`src/rtl/fpadd_unit.sv`:
```
`default_nettype none
// ============================================================================
// Module      : fpadd_unit
// Description : Multi-cycle IEEE-754 single-precision add/subtract unit.
//               Takes the two FP register-file read operands and drives the
//               register-file write port directly. The operation is issued
//               with start and written back LAT cycles later. busy is held
//               for the whole operation so that the control unit can stall.
//               Rounding is truncation. Denormal inputs are flushed to zero.
//               NaN results are canonical (0x7FC00000).
// Ports       : clk, reset_n (async, active-low)
//               start, sub, a, b, dest : issue request and operands
//               busy                   : unit is not idle
//               done, fwe              : one-cycle writeback pulse
//               fwa3, fwd3             : write address / write data
// Revision    : 1.0  initial release
// ============================================================================
module fpadd_unit #(
    parameter int LAT = 4
) (
    input  logic        clk,
    input  logic        reset_n,
    input  logic        start,
    input  logic        sub,
    input  logic [31:0] a,
    input  logic [31:0] b,
    input  logic [4:0]  dest,
    output logic        busy,
    output logic        done,
    output logic        fwe,
    output logic [4:0]  fwa3,
    output logic [31:0] fwd3
);

    // WB is the state that is reached LAT edges after the issue edge.
    localparam logic [2:0] c_IDLE  = 3'd0;
    localparam logic [2:0] c_ALIGN = 3'd1;
    localparam logic [2:0] c_ADD   = 3'd2;
    localparam logic [2:0] c_NORM  = 3'd3;
    localparam logic [2:0] c_WB    = 3'(LAT);

    localparam logic [31:0] c_QNAN = 32'h7FC0_0000;

    logic [2:0]  r_state, w_next;
    logic [31:0] r_a, r_b;
    logic        r_sub;
    logic [4:0]  r_dest;

    // ALIGN stage results
    logic        r_sign_l, r_sign_s;
    logic [7:0]  r_exp_l;
    logic [23:0] r_man_l, r_man_s;
    logic        r_special;
    logic [31:0] r_special_val;
    // ADD stage result
    logic [24:0] r_sum;
    // writeback registers
    logic [4:0]  r_fwa3;
    logic [31:0] r_fwd3;

    // ---------------------------------------------------------------- FSM
    always_ff @(posedge clk or negedge reset_n) begin
        if (!reset_n) r_state <= c_IDLE;
        else          r_state <= w_next;
    end

    always_comb begin
        w_next = c_IDLE;
        case (r_state)
            c_IDLE:  w_next = start ? c_ALIGN : c_IDLE;
            c_ALIGN: w_next = c_ADD;
            c_ADD:   w_next = c_NORM;
            c_NORM:  w_next = c_WB;
            default: w_next = c_IDLE;
        endcase
    end

    assign busy = (r_state != c_IDLE);
    assign fwe  = (r_state == c_WB);
    assign done = fwe;
    assign fwa3 = r_fwa3;
    assign fwd3 = r_fwd3;

    // -------------------------------------------------------------- ALIGN
    logic        w_sa, w_sb;
    logic [7:0]  w_ea, w_eb;
    logic [23:0] w_ma, w_mb;
    logic        w_a_ge;
    logic [7:0]  w_diff;
    logic [23:0] w_ms_raw;
    logic        w_nan_a, w_nan_b, w_inf_a, w_inf_b;
    logic [31:0] w_special_val;

    assign w_sa = r_a[31];
    assign w_sb = r_b[31] ^ r_sub;
    assign w_ea = r_a[30:23];
    assign w_eb = r_b[30:23];
    // exponent zero is flushed to zero: no hidden bit, no fraction
    assign w_ma = (w_ea == 8'd0) ? 24'd0 : {1'b1, r_a[22:0]};
    assign w_mb = (w_eb == 8'd0) ? 24'd0 : {1'b1, r_b[22:0]};
    // exponent-then-fraction ordering is a plain compare of {exp, mantissa}
    assign w_a_ge = ({w_ea, w_ma} >= {w_eb, w_mb});
    assign w_diff = w_a_ge ? (w_ea - w_eb) : (w_eb - w_ea);
    assign w_ms_raw = w_a_ge ? w_mb : w_ma;

    assign w_nan_a = (w_ea == 8'hFF) && (r_a[22:0] != 23'd0);
    assign w_nan_b = (w_eb == 8'hFF) && (r_b[22:0] != 23'd0);
    assign w_inf_a = (w_ea == 8'hFF) && (r_a[22:0] == 23'd0);
    assign w_inf_b = (w_eb == 8'hFF) && (r_b[22:0] == 23'd0);

    always_comb begin
        w_special_val = c_QNAN;
        if (w_nan_a || w_nan_b)     w_special_val = c_QNAN;
        else if (w_inf_a && w_inf_b) w_special_val = (w_sa != w_sb) ? c_QNAN : {w_sa, 8'hFF, 23'd0};
        else if (w_inf_a)            w_special_val = {w_sa, 8'hFF, 23'd0};
        else                         w_special_val = {w_sb, 8'hFF, 23'd0};
    end

    // --------------------------------------------------------------- NORM
    logic [4:0]         w_lz;
    logic               w_found;
    logic [22:0]        w_frac;
    logic signed [9:0]  w_exp_n;
    logic [31:0]        w_result;

    // leading-zero count of the 24-bit (no carry) sum
    always_comb begin
        w_lz    = 5'd0;
        w_found = 1'b0;
        for (int i = 23; i >= 0; i--) begin
            if (!w_found) begin
                if (r_sum[i]) w_found = 1'b1;
                else          w_lz    = w_lz + 5'd1;
            end
        end
    end

    // after the left shift the leading one sits at bit 23 and is dropped,
    // so only the low 23 bits of the sum need to be shifted
    assign w_frac  = r_sum[24] ? r_sum[23:1] : (r_sum[22:0] << w_lz);
    assign w_exp_n = r_sum[24] ? ($signed({2'b00, r_exp_l}) + 10'sd1)
                               : ($signed({2'b00, r_exp_l}) - $signed({5'd0, w_lz}));

    always_comb begin
        w_result = 32'd0;
        if (r_special)                w_result = r_special_val;
        else if (r_sum == 25'd0)      w_result = {r_sign_l & r_sign_s, 31'd0};
        else if (w_exp_n >= 10'sd255) w_result = {r_sign_l, 8'hFF, 23'd0};
        else if (w_exp_n <= 10'sd0)   w_result = 32'd0;
        else                          w_result = {r_sign_l, w_exp_n[7:0], w_frac};
    end

    // ----------------------------------------------------------- datapath
    always_ff @(posedge clk or negedge reset_n) begin
        if (!reset_n) begin
            r_a           <= 32'd0;
            r_b           <= 32'd0;
            r_sub         <= 1'b0;
            r_dest        <= 5'd0;
            r_sign_l      <= 1'b0;
            r_sign_s      <= 1'b0;
            r_exp_l       <= 8'd0;
            r_man_l       <= 24'd0;
            r_man_s       <= 24'd0;
            r_special     <= 1'b0;
            r_special_val <= 32'd0;
            r_sum         <= 25'd0;
            r_fwa3        <= 5'd0;
            r_fwd3        <= 32'd0;
        end else begin
            case (r_state)
                c_IDLE: begin
                    if (start) begin
                        r_a    <= a;
                        r_b    <= b;
                        r_sub  <= sub;
                        r_dest <= dest;
                    end
                end
                c_ALIGN: begin
                    r_sign_l      <= w_a_ge ? w_sa : w_sb;
                    r_sign_s      <= w_a_ge ? w_sb : w_sa;
                    r_exp_l       <= w_a_ge ? w_ea : w_eb;
                    r_man_l       <= w_a_ge ? w_ma : w_mb;
                    // bits shifted past the LSB are discarded (truncation)
                    r_man_s       <= (w_diff >= 8'd25) ? 24'd0 : (w_ms_raw >> w_diff);
                    r_special     <= w_nan_a | w_nan_b | w_inf_a | w_inf_b;
                    r_special_val <= w_special_val;
                end
                c_ADD: begin
                    r_sum <= (r_sign_l == r_sign_s) ? ({1'b0, r_man_l} + {1'b0, r_man_s})
                                                    : ({1'b0, r_man_l} - {1'b0, r_man_s});
                end
                c_NORM: begin
                    r_fwa3 <= r_dest;
                    r_fwd3 <= w_result;
                end
                default: ;
            endcase
        end
    end

endmodule
`default_nettype wire

```
`config.mk`:
```
export PLATFORM = sky130hd
export DESIGN_NAME = fpadd_unit
export DESIGN_NICKNAME = d
export VERILOG_FILES = /design/src/rtl/fpadd_unit.sv
export SDC_FILE = /design/constraint.sdc
export NUM_CORES = 1
export LEC_CHECK = 0
export ABC_AREA = 1
export ABC_CLOCK_PERIOD_IN_PS = 11600
export CORE_MARGIN = 2
export CORE_UTILIZATION = 59
export CTS_CLUSTER_DIAMETER = 100
export DETAILED_ROUTE_END_ITERATION = 12
export DONT_BUFFER_PORTS = 1
export PLACE_DENSITY = 0.75
export SYNTH_ARGS = -nofsm -noshare
export SYNTH_HDL_FRONTEND = slang
export SYNTH_SLANG_ARGS = --single-unit
```
`constraint.sdc`:
```
create_clock -name clk -period 11.6 [get_ports clk]
set_input_delay 0.58 -clock clk [delete_from_list [all_inputs] [get_ports clk]]
set_output_delay 0.58 -clock clk [all_outputs]
set_load 0.01 [all_outputs]
```
==> results.sh <==
export IMPL_run_status="finished clean"
export IMPL_n_antenna_cell=0
export IMPL_cts_buffers=17
export IMPL_routabilityCongestion=0.954
export IMPL_synth_cells=2479
export IMPL_core_um2=27700
export IMPL_synth_compound_area_share_pct=17.7
export IMPL_grt_pass1_vias=15196
export IMPL_synth_async_reset_ratio_pct=100
export IMPL_cts_sinks=197
export IMPL_worstPathArrival_ns=11.57
export IMPL_syn_to_final_growth_pct=9.81
export IMPL_fp_dieW_um=172
export IMPL_stdcell_count=2856
export IMPL_ys_ff_latch=197
export IMPL_dr_pass1_iters=9
export IMPL_fin_skew_ns=0.0159
export IMPL_num_nets_final=2634
export IMPL_clk_path_buf_depth=2
export IMPL_antenna_found_initial=0
export IMPL_critical_path_slowest_cell="dfrtp_1"
export IMPL_avgRoutedWirePerCell_um=16.3
export IMPL_clock_latency_ns=0.46
export IMPL_fmax_ghz=0.0891
export IMPL_required_ns=11.95
export IMPL_path_common_cell="nand2_2"
export IMPL_numPortBuffers=0
export IMPL_drt_iter0_drc=1107
export IMPL_syn_area_per_cell_um2=6.69
export IMPL_hold_ws_ns=0.176
export IMPL_rows=61
export IMPL_vias_per_cell=5.73
export IMPL_antenna_left=0
export IMPL_start_util_pct=59.9
export IMPL_syn_num_nets=2648
export IMPL_synth_simple_area_share_pct=30.6
export IMPL_dieArea_um2=29500
export IMPL_slew_headroom_pct=28.7
export IMPL_drv_cap=0
export IMPL_drv_slew=0
export IMPL_grt_overflow_total=0
export IMPL_ys_warn_count=0
export IMPL_layout_drive_gt1_share_pct=10.9
export IMPL_synth_edf_count=0
export IMPL_gr_usage_all_layers_pct=31.4
export IMPL_ys_seq_area_share_pct=29.7
export IMPL_yosys_mux_area_fraction_pct=1.52
export IMPL_place_hpwl_um=35400
export IMPL_grt_pass1_wl_um=74100
export IMPL_ys_types=62
export IMPL_tightest_slew_ns=1.07
export IMPL_worst_setup_path_type="reg2reg"
export IMPL_dp_cells=2813
export IMPL_die_h_um=172
export IMPL_num_vias=16377
export IMPL_synth_top_cell_by_area="dfrtp_1"
export IMPL_synth_top_family_by_area="simple AND/OR/NAND/NOR gates"
export IMPL_hold_viol_final=0
export IMPL_yosys_area_share_xor_xnor_pct=3.05
export IMPL_wirelength_um=46500
export IMPL_htreeDepth=4
export IMPL_fill_cells=2511
export IMPL_crit_path_start_kind="flip-flop"
export IMPL_critPathMaxFanout=16
export IMPL_worst_r2r_path_depth=90
export IMPL_drc=0
export IMPL_clk_pin_slew_ns=0.08
export IMPL_grt_start_max_net_pins=198
export IMPL_synth_fa_ha_area_share_pct=7.42
export IMPL_cts_tree="built"
export IMPL_finalCritPeriodShare_pct=96.7
export IMPL_top_level_ports=113
export IMPL_rsz0062_at_grt="true"
export IMPL_netlist_area_um2=16600
export IMPL_slowest_delay_ns=0.44
export IMPL_layout_min_cycle_time_ns=11.22
export IMPL_setup_viol=0
export IMPL_synth_ff_type="dfrtp_1"
export IMPL_cp_end_kind="flip-flop"
export IMPL_yosysTopAreaCellShare_pct=29.7
export IMPL_cts_root_buf="clkbuf_16"
export IMPL_hold_path_class="in2async"
export IMPL_ys_top_cells_by_area="dfrtp_1, nand2_1, inv_1, ha_1, o21ai_0"
-- cells in the final DEF (no fill, tap or decap), drive strengths merged, types with 5 or more instances in the layout --
cell type  instances
o221ai            12
nor3              21
nor2             248
o211ai            27
or2                6
dfrtp            197
ha                92
mux2              18
clkinv             8
nand3            163
buf               56
xnor2              9
nand4             30
a211oi             6
o21a              15
clkbuf            17
nand2            646
nand3b            18
mux2i              5
o21ai            249
a31oi              8
a21oi            159
xor2              45
nor4              16
inv              336
o22ai             33
-- metrics by stage --
| stage | instance area [um2] | setup slack [ns] | util, % | setup TNS (ns) |
|---|---|---|---|---|
| floorplan | 16600 | 0.120 | - | 0 |
| detailed placement | 17000 | -0.656 | 61.5 | -12.15 |
| CTS | 17800 | 0.0147 | 64.1 | 0 |
| global route | 18200 | -0.368 | 65.7 | -8.37 |
| global placement | 17000 | -0.0653 | 61.5 | -0.276 |
| finish | 18200 | 0.382 | 65.7 | 0 |
-- kinds of logic (layout without fill, tap and decap cells) --
group | after synthesis | in the layout
AND/OR/NAND/NOR | 1154 | 1154
AO/OA/AOI/OAI | 530 | 530
flip-flops | 197 | 197
multiplexers | 23 | 23
adder cells (fa/ha/maj) | 96 | 96
XOR/XNOR | 54 | 54
buffers and inverters | 425 | 424
-- final timing paths --
check                                      start                     end  slack, ns
setup / recovery           r_sum[23]$_DFFE_PN0N_    fwd3[15]$_DFFE_PN0P_       0.38
hold / removal                           reset_n     r_b[26]$_DFFE_PN0P_       0.18
setup reg to reg           r_sum[23]$_DFFE_PN0N_    fwd3[15]$_DFFE_PN0P_       0.38
hold reg to reg            r_dest[2]$_DFFE_PN0P_     fwa3[2]$_DFFE_PN0P_       0.47
max in group asynchronous                reset_n  r_man_s[5]$_DFFE_PN0P_      10.67
min in group clk                           b[15]     r_b[15]$_DFFE_PN0P_       0.27
-- flip-flops by register name, summed over array words and instances, names as in the netlist --
signal,count
r_state,3
r_exp_l,8
r_sum,25
fwa3,5
r_sub,1
r_dest,5
r_b,32
r_sign_l,1
r_a,32
r_man_l,24
r_special_val,3
r_special,1
r_sign_s,1
fwd3,32
r_man_s,24
-- timing repair --
item	4_1_cts	5_1_grt
hold buffers	1	0
buffers inserted	1	9
pin swaps	6	55
hold endpoints to repair	197	0
endpoints found under the setup margin	30	31
gates resized for setup	14	77
-- cell usage after synthesis, types with 14 or more instances --
cell      instances
nor2_1          225
nor4_1           16
inv_2            23
o21ai_0         214
nand3_1         156
xor2_1           43
o22ai_1          33
o21a_1           15
o211ai_1         27
o21ai_1          35
clkbuf_1         70
nand3b_1         14
nand4_1          29
mux2_2           18
a21oi_1         159
nand2_1         625
nand2_2          17
ha_1             92
inv_1           307
nor3_1           21
dfrtp_1         197
-- cell type report --
class	count	area, um2	share of cell area [%]
Multi-Input combinational cell	1857	10400	57.3
Timing Repair Buffer	56	468	2.57
Clock inverter	15	220	1.21
Sequential cell	197	4930	27.1
Clock buffer	17	425	2.34
Inverter	336	1260	6.94
Tap cell	378	473	2.60
-- layer usage --
layer  share of wire [%]  global-route usage [%]  vias to the layer above
li1                    -                       -                     8165
met1                  42                    38.4                     7549
met2                  49                    54.9                      524
met3                 4.8                    4.28                      139
met4                 4.4                    14.6                        0
met5                   0                       0                        -
-- critical path, delay by kind of cell (launching register included) --
kind	cells	cell delay, ns
AO/OA/AOI/OAI	13	1.76
XOR/XNOR	1	0.23
adder cells (fa/ha/maj)	13	3.31
buffers and inverters	10	0.78
flip-flops	1	0.44
AND/OR/NAND/NOR	53	4.56
Power is not shown: default switching activity piles up to over one toggle a cycle in this logic, so the estimate is an artifact.
